**src/rtl/drive_ramp_ctrl.sv**
```systemverilog
// Two-sided motor drive with ticked duty ramping and a shared 7-step PWM.
// Optional emergency brake is compiled in when DRIVE_BRAKE_EN is defined.
module drive_ramp_ctrl #(
  parameter int unsigned RAMP_DIV = 4
) (
  input  logic       clk,
  input  logic       rst,
  input  logic       left_req,
  input  logic       right_req,
  input  logic       brake,
  output logic       pwm_left,
  output logic       pwm_right,
  output logic [2:0] duty_left,
  output logic [2:0] duty_right,
  output logic       ramping
);

  typedef enum logic [1:0] {
    StIdle,
    StRampUp,
    StRun,
    StRampDown
  } state_e;

  localparam logic [7:0] PresMax = 8'(RAMP_DIV - 1);
  localparam logic [2:0] DutyMax = 3'd7;
  localparam logic [2:0] PwmMax  = 3'd6;

  logic [7:0] r_presc;
  logic [2:0] r_pwm_cnt;
  logic       w_tick;
  logic [1:0] w_req;
  logic       w_brake;

  state_e     r_state   [2];
  state_e     w_state_d [2];
  logic [2:0] r_duty    [2];
  logic [2:0] w_duty_d  [2];
  logic [1:0] r_pwm;
  logic [1:0] w_pwm_d;
  logic       r_ramping;
  logic       w_ramping_d;

  assign w_req  = {right_req, left_req};
  assign w_tick = (r_presc == PresMax);

`ifdef DRIVE_BRAKE_EN
  assign w_brake = brake;
`else
  logic w_unused_brake;
  assign w_unused_brake = brake;
  assign w_brake        = 1'b0;
`endif

  // Prescaler and PWM counter free-run; only rst restarts them.
  always_ff @(posedge clk) begin
    if (rst) begin
      r_presc   <= 8'd0;
      r_pwm_cnt <= 3'd0;
    end else begin
      r_presc   <= w_tick ? 8'd0 : r_presc + 8'd1;
      r_pwm_cnt <= (r_pwm_cnt == PwmMax) ? 3'd0 : r_pwm_cnt + 3'd1;
    end
  end

  always_comb begin
    w_ramping_d = 1'b0;
    w_pwm_d     = 2'b00;
    for (int i = 0; i < 2; i++) begin
      w_duty_d[i]  = r_duty[i];
      w_state_d[i] = r_state[i];
      w_pwm_d[i]   = (r_pwm_cnt < r_duty[i]);

      if (w_tick) begin
        if (w_req[i] && (r_duty[i] != DutyMax)) begin
          w_duty_d[i] = r_duty[i] + 3'd1;
        end else if (!w_req[i] && (r_duty[i] != 3'd0)) begin
          w_duty_d[i] = r_duty[i] - 3'd1;
        end
      end

      // Transitions look at the post-tick duty so state and duty move together.
      unique case (r_state[i])
        StIdle: begin
          if (w_req[i]) w_state_d[i] = StRampUp;
        end
        StRampUp: begin
          if (!w_req[i]) begin
            w_state_d[i] = (w_duty_d[i] == 3'd0) ? StIdle : StRampDown;
          end else if (w_duty_d[i] == DutyMax) begin
            w_state_d[i] = StRun;
          end
        end
        StRun: begin
          if (!w_req[i]) w_state_d[i] = StRampDown;
        end
        StRampDown: begin
          if (w_req[i]) begin
            w_state_d[i] = (w_duty_d[i] == DutyMax) ? StRun : StRampUp;
          end else if (w_duty_d[i] == 3'd0) begin
            w_state_d[i] = StIdle;
          end
        end
      endcase

      if (w_brake) begin
        w_duty_d[i]  = 3'd0;
        w_state_d[i] = StIdle;
        w_pwm_d[i]   = 1'b0;
      end

      if ((w_state_d[i] == StRampUp) || (w_state_d[i] == StRampDown)) begin
        w_ramping_d = 1'b1;
      end
    end
  end

  always_ff @(posedge clk) begin
    if (rst) begin
      for (int i = 0; i < 2; i++) begin
        r_duty[i]  <= 3'd0;
        r_state[i] <= StIdle;
      end
      r_pwm     <= 2'b00;
      r_ramping <= 1'b0;
    end else begin
      for (int i = 0; i < 2; i++) begin
        r_duty[i]  <= w_duty_d[i];
        r_state[i] <= w_state_d[i];
      end
      r_pwm     <= w_pwm_d;
      r_ramping <= w_ramping_d;
    end
  end

  assign duty_left  = r_duty[0];
  assign duty_right = r_duty[1];
  assign pwm_left   = r_pwm[0];
  assign pwm_right  = r_pwm[1];
  assign ramping    = r_ramping;

endmodule

```
**config.mk**
```make
export PLATFORM = sky130hd
export DESIGN_NAME = drive_ramp_ctrl
export DESIGN_NICKNAME = d
export VERILOG_FILES = /design/src/rtl/drive_ramp_ctrl.sv
export SDC_FILE = /design/constraint.sdc
export NUM_CORES = 1
export LEC_CHECK = 0
export CAP_MARGIN = 25
export CORE_ASPECT_RATIO = 0.9
export CORE_MARGIN = 10
export CORE_UTILIZATION = 35
export DETAILED_ROUTE_END_ITERATION = 8
export HOLD_SLACK_MARGIN = 0.08
export SYNTH_ARGS = -nofsm -noshare
export SYNTH_HDL_FRONTEND = slang
export SYNTH_SLANG_ARGS = --single-unit
```
**constraint.sdc**
```tcl
create_clock -name clk -period 2.6 [get_ports clk]
set_input_delay 0.52 -clock clk [delete_from_list [all_inputs] [get_ports clk]]
set_output_delay 0.52 -clock clk [all_outputs]
set_load 0.02 [all_outputs]
```
==> out/metrics.sh <==
REG2REG_SLACK_NS=0.22
TIMING.FINAL.CRIT_SHARE_PCT=93.9
FINALWORSTPATHREQUIREDPERIOD_NS=2.44
GR_OVERFLOW_TOTAL=0
FINISH.NET_COUNT=186
FIRST_ITER_VIOLATIONS=54
HOLD-PATH-ENDPOINT='r_pwm_cnt[0]'
SLEW_AT_THE_PIN_CLOSEST_TO_ITS_MAX_SLEW_LIMIT_NS=0.534
NUMPORTBUFFERS=12
START_KIND='input pin'
CRITICAL_PATH_ARRIVAL_NS=2.59
SYNTH_TOP_FLOP_CELL='sky130_fd_sc_hd__dfxtp_1'
POST_SYNTH_INST_COUNT=150
DRC=0
TOTAL_I_O_PIN_COUNT=14
CLK_PIN_SLEW_NS=0.09
ROUTE.DETAILED.VIAS_PER_INST=5.23
ANTENNA-DIODE-COUNT=0
WORST_SETUP_PATH_END_KIND='flop'
GRT_SETUP_UNREPAIRED='false'
SYNTH.YOSYS.SEQ_AREA_SHARE_PCT=33.5
PLACE_HPWL_MM=2.36
VDD.IR_DROP.WORST_mV=0.251
CLOCK_TREE_FROM_TRITONCTS='built'
FINAL_LAYOUT_SIZE_SUFFIX_GT1_SHARE_PCT=15.2
POWER.TOTAL_W=0.000919
WORST-PATH-MAX-FANOUT=10
SYNTH-SEQ-CELLS=24
PATH_CLASS='input pin to flop'
POWER.DENSITY_CELL_AREA_nW_PER_UM2=549
CLOCK_TREE.BUFFER_DEPTH=2
GP_CONGESTION=0.823
YOSYS-TOP-CELLS-AREA='sky130_fd_sc_hd__dfxtp_1 (33%), sky130_fd_sc_hd__ha_1 (13%), sky130_fd_sc_hd__nor2_1 (5.8%), sky130_fd_sc_hd__xor2_1 (4.3%), sky130_fd_sc_hd__nor4_4 (3.0%)'
SYN_AVG_CELL_AREA_UM2=9.57
LEAKAGE_nW=0.657
DRT_FIRST_PASS_ITERS=6
FIN_SETUP_TNS_NS=0
HOLDWS_NS=0.487
HTREE_LEVELS=1
HOLD_BUFFERS=0
PLACEMENTROWS=22
MIN-DELAY-START='r_pwm_cnt[0]'
CTS_SETUP_BUFFERS=0
TIMING.REG2REG.WORST_PATH_DEPTH=8
TIMING.CLOCK.SKEW_NS=0.00268
CORE_OUTLINE_AREA_UM2=4020
CLOCK_SINK_COUNT=24
FP.DIEH_UM=80.7
DIE-WIDTH_UM=87.5
WORST_SLEW_MARGIN_REL_PCT=64.3
DRV.MAX_CAP_VIOLATION_COUNT=0
CRIT-REG2REG-CAPTURE='ramping'
SYNTH.DISTINCT_CELLS=44
GRT_USAGE_PCT=8.78
GRT_PASS1_VIAS=1178
CRIT-REG2REG-LAUNCH='r_duty[0][3]'
COUNT_OF_YOSYS_WARNINGS_DURING_SYNTHESIS=0
SYNTH-EDFF-COUNT=0
POSTLAYOUTCOREUTIL_PCT=41.7
SYN-CELL-AREA_UM2=1440
ANT_NETS=0
FINAL_MAX_SLEW_VIOL_COUNT=0
GRT_PASS1_WL_MM=5.12
VIAS=1115
CRIT_REQUIRED_NS=2.75
POST_DRT_WL_PER_CELL_UM=14.0
FP.DIEAREA_UM2=7060
SYN2LAYOUT_AREA_GROWTH_PCT=16.7
SYNTH_TOP_CELL_BY_AREA='sky130_fd_sc_hd__dfxtp_1'
FLOORPLAN.INITIALDENSITY_PCT=35.7
SYNTH_TOP_AREA_SHARE_PCT=33.5
POST_CTS_RESIZE_COUNT=0
CTS_MADE_BUFFERS=3
HOLDPATHSTAGES=1
TIMING.FINAL.HOLD_VIOLATIONS=0
SHARE_OF_ASYNC_SETTABLE_OR_ASYNC_RESETTABLE_FLOPS_AFTER_SYNTHESIS_PCT=0
CTSROOTBUFFERMASTER='sky130_fd_sc_hd__clkbuf_8'
NFILLCELLS=394
SETUP-VIOLATIONS-FINAL=0
SYNTH_NETS=170
MAXIMUM_NUMBER_OF_PINS_ON_ONE_NET_BEFORE_GLOBAL_ROUTE_REPAIR=15
CLKLATENCYLATEPIN_NS=0.27
RUN_STATUS='finished, final reports clean'
GRT_ANTENNA_BEFORE_REPAIR=0
TIMING.FMAX_GHz=0.410
MIN-DELAY-PATH-CLASS='flop to flop'
DRT_WIRELENGTH_MM=2.97
==> synthesized netlist by cell type, types with 2 or more instances <==
cell,instances
sky130_fd_sc_hd__nor4_4,2
sky130_fd_sc_hd__nand3_1,5
sky130_fd_sc_hd__a31oi_1,4
sky130_fd_sc_hd__nand2_1,3
sky130_fd_sc_hd__o32ai_2,2
sky130_fd_sc_hd__o22ai_1,2
sky130_fd_sc_hd__a21o_1,2
sky130_fd_sc_hd__dfxtp_1,24
sky130_fd_sc_hd__nand2b_1,5
sky130_fd_sc_hd__or3b_2,4
sky130_fd_sc_hd__nor3_1,4
sky130_fd_sc_hd__and3_1,2
sky130_fd_sc_hd__xor2_1,7
sky130_fd_sc_hd__a211oi_1,5
sky130_fd_sc_hd__a211oi_2,2
sky130_fd_sc_hd__or3_1,2
sky130_fd_sc_hd__inv_1,8
sky130_fd_sc_hd__mux2i_1,3
sky130_fd_sc_hd__nor2_1,22
sky130_fd_sc_hd__o21ai_0,3
sky130_fd_sc_hd__o21bai_1,2
sky130_fd_sc_hd__ha_1,15
==> critical path, stage by stage <==
cell and delay, ns:
sky130_fd_sc_hd__clkdlybuf4s50_1 0.67, sky130_fd_sc_hd__mux2i_1 0.39, sky130_fd_sc_hd__nand4_1 0.18, sky130_fd_sc_hd__a211o_1 0.37, sky130_fd_sc_hd__o32ai_2 0.33, sky130_fd_sc_hd__o32ai_2 0.13
==> state kept, by name, indices dropped and copies added, names as in the netlist <==
signal     flops
r_pwm          2
ramping        1
r_pwm_cnt      3
r_state        4
r_presc        8
r_duty         6
==> metrics by stage <==
stage               setup WS, ns  std cells  instance area (µm²)
floorplan                  0.313        150                 1440
global placement       0.0000864        209                 1600
detailed placement        -0.114        209                 1600
CTS                        0.178        213                 1680
global route              0.0621        213                 1680
finish                     0.158        213                 1680
==> placed cells by master, fill, tap and decap left out, types with 3 or more instances in the layout <==
master / synthesis / final
sky130_fd_sc_hd__inv_1: 8 / 8
sky130_fd_sc_hd__a211oi_1: 5 / 5
sky130_fd_sc_hd__nand2_1: 3 / 3
sky130_fd_sc_hd__clkbuf_8: 1 / 3
sky130_fd_sc_hd__nor2_1: 22 / 22
sky130_fd_sc_hd__or3b_2: 4 / 4
sky130_fd_sc_hd__buf_4: 0 / 3
sky130_fd_sc_hd__clkdlybuf4s50_1: 0 / 12
sky130_fd_sc_hd__nand2b_1: 5 / 5
sky130_fd_sc_hd__nor3_1: 4 / 4
sky130_fd_sc_hd__dfxtp_1: 24 / 24
sky130_fd_sc_hd__a31oi_1: 4 / 4
sky130_fd_sc_hd__xor2_1: 7 / 7
sky130_fd_sc_hd__ha_1: 15 / 15
sky130_fd_sc_hd__o21ai_0: 3 / 3
sky130_fd_sc_hd__nand3_1: 5 / 5
sky130_fd_sc_hd__mux2i_1: 3 / 3
==> layout make-up <==
cell class	count	area [µm²]	share of cell area [%]
well taps	48	60.1	3.58
flip-flops and latches	24	480	28.7
repair buffers	15	143	8.51
inverters	8	30.0	1.79
clock inverters	1	30.0	1.79
multi-input cells	114	891	53.2
clock buffers	3	41.3	2.46
==> worst max path at each step <==
stage                         end  depth (start not counted)          from  slack, ns
after floorplan           ramping                          8  r_duty[0][0]       0.31
after global placement    ramping                          6      left_req    0.00009
after detailed placement  ramping                          6      left_req      -0.11
after CTS                 ramping                          6      left_req       0.18
after global routing      ramping                          6      left_req       0.06
final                     ramping                          6      left_req       0.16
==> metal layers <==
layer,GRT usage (%),wire length [µm]
met1,10.5,1400
met2,14.5,1440
met3,2.50,110
met4,3.34,28
met5,0,0
==> where the power goes <==
part | leakage [nW] | switching (W) | internal [W]
Sequential | 0.196 | 0.0000246 | 0.000394
Clock | 0.0357 | 0.000121 | 0.000206
Combinational | 0.425 | 0.0000910 | 0.0000817
==> cells by family (layout without fill, tap and decap cells) <==
group / after synthesis / after routing / synth area share, %
xor+xnor: 8 / 8 / 4.88
buf+inv: 12 / 27 / 4.45
compound gates: 28 / 28 / 16.0
fa+ha+maj: 15 / 15 / 13.1
simple gates: 59 / 59 / 25.2
flops: 24 / 24 / 33.5
mux: 4 / 4 / 2.88
No activity file was read; power rests on OpenSTA's default activity.
